### src/rtl/ahb_multi_timer.sv
// AHB-Lite slave with NUM_CH independent prescaled down-counting timers, sticky expiry, done pulses and irq.
// Latency: writes commit at the end of the data phase; reads return in the data phase; done/irq are registered.
// Backpressure: none, HREADYOUT is tied high (zero wait states).
//
// Ports:
//   HCLK, HRESET            clock, synchronous active-high reset
//   HADDR/HWDATA/HSIZE/
//   HTRANS/HWRITE/HREADY/
//   HSEL                    AHB-Lite slave inputs (only HADDR[7:0] decoded, only word writes act)
//   HRDATA, HREADYOUT       read data (data phase), always-ready
//   done[NUM_CH]            one-cycle pulse per channel expiry
//   irq                     registered OR of (EXPIRED & IRQ_EN) over channels
//
// Register map, channel c at c*0x10:
//   +0x0 CTRL   [0] EN, [1] MODE (1=periodic), [2] IRQ_EN, [8+:PRE_WIDTH] PRESCALE
//   +0x4 LOAD   reload value
//   +0x8 VALUE  current count (read only)
//   +0xC STATUS [0] EXPIRED, write 1 to clear
//   NUM_CH*0x10 IRQ_PEND, bit c = EXPIRED[c] & IRQ_EN[c]
module ahb_multi_timer #(
    parameter int NUM_CH    = 4,
    parameter int CNT_WIDTH = 32,
    parameter int PRE_WIDTH = 8
) (
    input  logic              HCLK,
    input  logic              HRESET,
    input  logic [31:0]       HADDR,
    input  logic [31:0]       HWDATA,
    input  logic [2:0]        HSIZE,
    input  logic [1:0]        HTRANS,
    input  logic              HWRITE,
    input  logic              HREADY,
    input  logic              HSEL,
    output logic [31:0]       HRDATA,
    output logic              HREADYOUT,
    output logic [NUM_CH-1:0] done,
    output logic              irq
);

    // ------------------------------------------------------------------
    // Address phase capture
    // ------------------------------------------------------------------
    logic       addr_vld;
    logic [7:0] addr_q;
    logic       wr_q;      // a word write is in its data phase
    logic       rd_q;      // a read is in its data phase

    assign addr_vld  = HSEL & HREADY & HTRANS[1];
    assign HREADYOUT = 1'b1;

    always_ff @(posedge HCLK) begin
        if (HRESET) begin
            addr_q <= 8'h00;
            wr_q   <= 1'b0;
            rd_q   <= 1'b0;
        end else begin
            if (addr_vld) begin
                addr_q <= HADDR[7:0];
            end
            wr_q <= addr_vld & HWRITE & (HSIZE == 3'b010);
            rd_q <= addr_vld & ~HWRITE;
        end
    end

    // Upper address bits and the SEQ/NONSEQ distinction are intentionally not decoded.
    logic unused_bits;
    assign unused_bits = ^{HADDR[31:8], HTRANS[0]};

    // ------------------------------------------------------------------
    // Data phase decode
    // ------------------------------------------------------------------
    logic [3:0] ch_sel;
    logic [1:0] off_sel;
    logic       aligned;
    logic       irq_pend_hit;

    assign ch_sel       = addr_q[7:4];
    assign off_sel      = addr_q[3:2];
    assign aligned      = (addr_q[1:0] == 2'b00);
    assign irq_pend_hit = (addr_q == 8'(NUM_CH * 16));

    // Per-channel state, gathered for the read mux and irq reduction
    logic [NUM_CH-1:0]    ch_hit;
    logic [NUM_CH-1:0]    en_v;
    logic [NUM_CH-1:0]    mode_v;
    logic [NUM_CH-1:0]    irq_en_v;
    logic [NUM_CH-1:0]    expired_v;
    logic [PRE_WIDTH-1:0] prescale_a [NUM_CH];
    logic [CNT_WIDTH-1:0] load_a     [NUM_CH];
    logic [CNT_WIDTH-1:0] value_a    [NUM_CH];

    // ------------------------------------------------------------------
    // Timer channels
    // ------------------------------------------------------------------
    for (genvar c = 0; c < NUM_CH; c++) begin : g_ch
        localparam logic [3:0] CH_IDX = 4'(c);

        logic                 en_q;
        logic                 mode_q;
        logic                 irq_en_q;
        logic                 expired_q;
        logic                 done_q;
        logic [PRE_WIDTH-1:0] prescale_q;
        logic [PRE_WIDTH-1:0] presc_cnt_q;
        logic [CNT_WIDTH-1:0] load_q;
        logic [CNT_WIDTH-1:0] value_q;

        logic ctrl_wr;
        logic load_wr;
        logic stat_wr;
        logic start;
        logic tick;
        logic expire;

        assign ch_hit[c] = aligned & (ch_sel == CH_IDX);
        assign ctrl_wr   = wr_q & ch_hit[c] & (off_sel == 2'd0);
        assign load_wr   = wr_q & ch_hit[c] & (off_sel == 2'd1);
        assign stat_wr   = wr_q & ch_hit[c] & (off_sel == 2'd3);

        // Only a 0->1 EN transition restarts; rewriting EN=1 just updates the fields.
        assign start  = ctrl_wr & HWDATA[0] & ~en_q;

        // ">=" so that a PRESCALE narrowed below the running count wraps on the next cycle.
        assign tick   = en_q & (presc_cnt_q >= prescale_q);
        assign expire = tick & (value_q == '0);

        always_ff @(posedge HCLK) begin
            if (HRESET) begin
                en_q        <= 1'b0;
                mode_q      <= 1'b0;
                irq_en_q    <= 1'b0;
                expired_q   <= 1'b0;
                done_q      <= 1'b0;
                prescale_q  <= '0;
                presc_cnt_q <= '0;
                load_q      <= '0;
                value_q     <= '0;
            end else begin
                if (ctrl_wr) begin
                    en_q       <= HWDATA[0];
                    mode_q     <= HWDATA[1];
                    irq_en_q   <= HWDATA[2];
                    prescale_q <= HWDATA[8 +: PRE_WIDTH];
                end else if (expire && !mode_q) begin
                    en_q <= 1'b0;   // one-shot stops itself
                end

                if (load_wr) begin
                    load_q <= HWDATA[CNT_WIDTH-1:0];
                end

                if (start) begin
                    value_q     <= load_q;
                    presc_cnt_q <= '0;
                end else if (en_q) begin
                    if (tick) begin
                        presc_cnt_q <= '0;
                        if (value_q == '0) begin
                            if (mode_q) begin
                                value_q <= load_q;
                            end
                        end else begin
                            value_q <= value_q - CNT_WIDTH'(1);
                        end
                    end else begin
                        presc_cnt_q <= presc_cnt_q + PRE_WIDTH'(1);
                    end
                end

                // Set has priority over a simultaneous write-1-to-clear.
                expired_q <= (expired_q & ~(stat_wr & HWDATA[0])) | expire;
                done_q    <= expire;
            end
        end

        assign en_v[c]       = en_q;
        assign mode_v[c]     = mode_q;
        assign irq_en_v[c]   = irq_en_q;
        assign expired_v[c]  = expired_q;
        assign prescale_a[c] = prescale_q;
        assign load_a[c]     = load_q;
        assign value_a[c]    = value_q;
        assign done[c]       = done_q;
    end

    // ------------------------------------------------------------------
    // Interrupt
    // ------------------------------------------------------------------
    always_ff @(posedge HCLK) begin
        if (HRESET) begin
            irq <= 1'b0;
        end else begin
            irq <= |(expired_v & irq_en_v);
        end
    end

    // ------------------------------------------------------------------
    // Read mux, driven from the captured address during the data phase
    // ------------------------------------------------------------------
    always_comb begin
        HRDATA = 32'h0;
        if (rd_q) begin
            for (int c = 0; c < NUM_CH; c++) begin
                if (ch_hit[c]) begin
                    case (off_sel)
                        2'd0: begin
                            HRDATA[0]               = en_v[c];
                            HRDATA[1]               = mode_v[c];
                            HRDATA[2]               = irq_en_v[c];
                            HRDATA[8 +: PRE_WIDTH]  = prescale_a[c];
                        end
                        2'd1:    HRDATA[CNT_WIDTH-1:0] = load_a[c];
                        2'd2:    HRDATA[CNT_WIDTH-1:0] = value_a[c];
                        default: HRDATA[0]             = expired_v[c];
                    endcase
                end
            end
            if (irq_pend_hit) begin
                HRDATA[NUM_CH-1:0] = expired_v & irq_en_v;
            end
        end
    end

endmodule

### config.mk
export PLATFORM = sky130hd
export DESIGN_NAME = ahb_multi_timer
export DESIGN_NICKNAME = d
export VERILOG_FILES = /design/src/rtl/ahb_multi_timer.sv
export SDC_FILE = /design/constraint.sdc
export NUM_CORES = 1
export LEC_CHECK = 0
export ABC_AREA = 1
export ABC_CLOCK_PERIOD_IN_PS = 2000
export CAP_MARGIN = 10
export CORE_MARGIN = 2
export CORE_UTILIZATION = 45
export CTS_BUF_LIST = sky130_fd_sc_hd__clkbuf_8
export DETAILED_ROUTE_END_ITERATION = 7
export PLACE_DENSITY = 0.65
export SETUP_SLACK_MARGIN = 0.15
export SLEW_MARGIN = 20
export SYNTH_ARGS = -nofsm -noshare
export SYNTH_HDL_FRONTEND = slang
export SYNTH_SLANG_ARGS = --single-unit
export TNS_END_PERCENT = 5
### constraint.sdc
create_clock -name HCLK -period 2 [get_ports HCLK]
set_input_delay 0.4 -clock HCLK [delete_from_list [all_inputs] [get_ports HCLK]]
set_output_delay 0.4 -clock HCLK [all_outputs]
set_load 0.005 [all_outputs]
==> run metrics <==
syn nets 3631; Top Ports 112; total power after layout 0.0162 W; Root Driver clkbuf_8; initial antenna violation count 3; Num CTS Buffers 69; fin nets 4164; top cell type's share of synthesized area 0.327; max_slew headroom 0.506; CP max FO 6; final WL 93500 um; Area Overhead vs Synth 40.3%; grt peak-use layer met2; worst setup margin -965 ps; asr flop ratio synth 0; synth unique cells 43; H-tree Lvls 3; maximum clock rate 0.337 GHz; Final setup violation count 141; met2 usage 0.553; clk slew on worst S/H paths 60 ps; RePlAce Congestion 1.03; Max Cap Viol 0; Vias per Instance 5.54; Finished Layout Cells 4706; Syn Inst Count 3508; vias in the first global route 23400; first-pass GRT wire length 139000 um; DR vias 26100; EDFF count, synth 0; die area 49500 um^2; status finished, violations left; worst IR drop on VDD 0.630 mV; leading area contributor after synthesis dfxtp_1; Congestion Overflow GR 0; CP Class reg2out; Req. time, crit path 1600 ps; commonest non-fill, non-tap cell in the layout nand2_1; fin util 0.635; DRT Pass-1 Iters 8; Clock Tree Buf Depth 3; Pint 0.0119 W; hold_buf cts 0; post-synthesis cell area 21500 um^2; CORE AREA 47400 um^2; worst path arrival time 2560 ps; Synth area leaders dfxtp_1 (33%), nand2_1 (16%), nor2_1 (12%), o21ai_0 (7.1%), inv_1 (5.6%); Max Clock Skew 31.7 ps; Die X 222 um; Residual DRC 0; Seq/Total Area, Yosys 0.327; Final period util 1.48; ys flop type dfxtp_1; endpoints failing hold 0; DR iter-0 viols 3503; Flop pwr share 0.432; gr usage total 0.366; Net Switching 0.00429 W; met1 Use GR 0.498; power per cell area 539 nW/um^2; Synth Warn # 0; height of the die 222 um; RSZ-0062 raised after global routing yes; clock sink count 351; num rows 80; DP HPWL 68200 um; clk_lat worst skew 660 ps; layout cells sized above 1 0.234; most frequent cells in the layout nand2_1 (856), nor2_1 (679), buf_4 (460); Sw Share 0.264; worst min path class in2reg; syn avg cell area 6.12 um^2; max-slew violations 0; fin crit period 2960 ps; Antenna Nets Post-Route 0; DP Worst Slack -691 ps; combinational group share of total power 0.088; fillcell total 4469; failing checks setup timing; CP startpoint kind flip-flop; largest net degree at the start of global routing 57; DR WL/cell 19.9 um; met3 GRT Util 0.0752; Yosys reg bits 351; clock share of power 0.480; setup_tns -34550 ps; Cells after DPL 4546; number of I/O port buffers 85; Setup crit end kind output pin; CTS tree yes; Initial Util 0.453; Slew @ Worst Pin 739 ps; Pleak 14.9 nW
==> power groups by stage <==
| stage | Combinational (W) | Clock [W] | Sequential, W |
|---|---|---|---|
| 6_report | 0.00142 | 0.00779 | 0.00701 |
| 5_1_grt | 0.00146 | 0.00814 | 0.00701 |
| 4_1_cts | 0.00125 | 0.00785 | 0.00701 |
| 3_5_place_dp | 0.00103 | 0 | 0.00716 |
| 3_3_place_gp | 0.00103 | 0 | 0.00716 |
| 2_1_floorplan | 0.000441 | 0 | 0.00716 |
==> state kept, by name, indices dropped and copies added (netlist names) <==
signal / flops
wr_q: 1
g_ch.prescale_q: 32
g_ch.value_q: 128
g_ch.presc_cnt_q: 32
rd_q: 1
g_ch.irq_en_q: 4
g_ch.load_q: 128
g_ch.done_q: 4
addr_q: 8
irq: 1
g_ch.expired_q: 4
g_ch.en_q: 4
g_ch.mode_q: 4
==> synthesized netlist by cell type, types with 2 or more instances <==
library cell    n
o211ai_1       23
xnor2_1         7
and3_1          3
xor2_1         76
a211oi_1        9
inv_1         319
nand4_1        56
o21bai_1       11
buf_1           6
o21ai_0       303
nor2_2          7
a221oi_1        2
a21oi_1       213
o221ai_1       25
o22ai_1        53
nor2_4          3
dfxtp_1       351
nand3_2         2
buf_2          34
ha_1           49
clkinv_1        4
nor2_1        706
nor3_1         31
buf_6           3
nand3_1       146
nor3b_1         5
clkbuf_1      118
inv_2           9
nand4_2         3
nand2_1       892
o21ai_1         7
buf_4           8
nand3b_1        5
o21a_1          4
nand2_2         7
==> worst max-delay path: stages, from the launching register on <==
cell and delay [ps]:
dfxtp_4 370, inv_4 80, ha_4 160, buf_12 130, buf_4 130, buf_16 120
nand2_1 60, o211ai_1 90, nand2_1 80, o211ai_1 130, o211ai_1 200, a21oi_1 240
buf_2 150
==> logic make-up (layout without fill, tap and decap cells) <==
family,count (synthesis),after routing,share of synthesized area
xor gates and xnor gates,83,83,0.0338
buffers and inverters,501,1083,0.0920
and+or+nand+nor,1868,1868,0.351
AOI/OAI and AO/OA,655,655,0.167
other,1,2,0.000175
adders and majority gates,49,49,0.0285
DFF,351,351,0.327
==> what timing repair did <==
item                       CTS  global route
gates cloned                10             6
setup endpoints to repair  343           371
pin swaps                   70            65
gates resized for setup    359           204
buffers inserted            14             9
==> stage by stage <==
step                      cell area, um^2  hold WS (ps)
after floorplan                     21600           444
after global placement              26700           461
after detailed placement            26700           462
after CTS                           29300           171
after global routing                30100           187
final                               30100           197
==> metal layers <==
layer / part of all wire / vias to the layer above / routed length [um]
met1: 0.41 / 11900 / 38100
met3: 0.12 / 299 / 10900
met4: 0.056 / 6 / 5280
met2: 0.42 / 1488 / 39200
met5: 0.00047 / - / 44
li1: - / 12400 / -
==> layout make-up <==
class | count | area (um^2) | area share
timing repair buffer | 631 | 5810 | 0.193
inverter | 332 | 1280 | 0.0425
antenna | 1 | 2.50 | 0.0000831
multi-input combinational | 2656 | 13800 | 0.457
clock inverter | 31 | 218 | 0.00723
sequential | 351 | 7050 | 0.234
clock buffer | 89 | 1220 | 0.0407
tap | 615 | 769 | 0.0255
==> worst paths after layout <==
check / startpoint / end / cells after the start / slack, ps
worst max-delay path: addr_q[3]$_SDFFE_PP0P_ / HRDATA[8] / 12 / -960
worst min-delay path: HRESET / g_ch[2].value_q[11]$_SDFFE_PP0P_ / 4 / 200
worst max register to register: addr_q[4]$_SDFFE_PP0P_ / g_ch[2].value_q[16]$_SDFFE_PP0P_ / 15 / -150
worst min register to register: g_ch[3].load_q[27]$_SDFFE_PP0P_ / g_ch[3].load_q[27]$_SDFFE_PP0P_ / 2 / 480
Power figures use the tool's default switching activity.
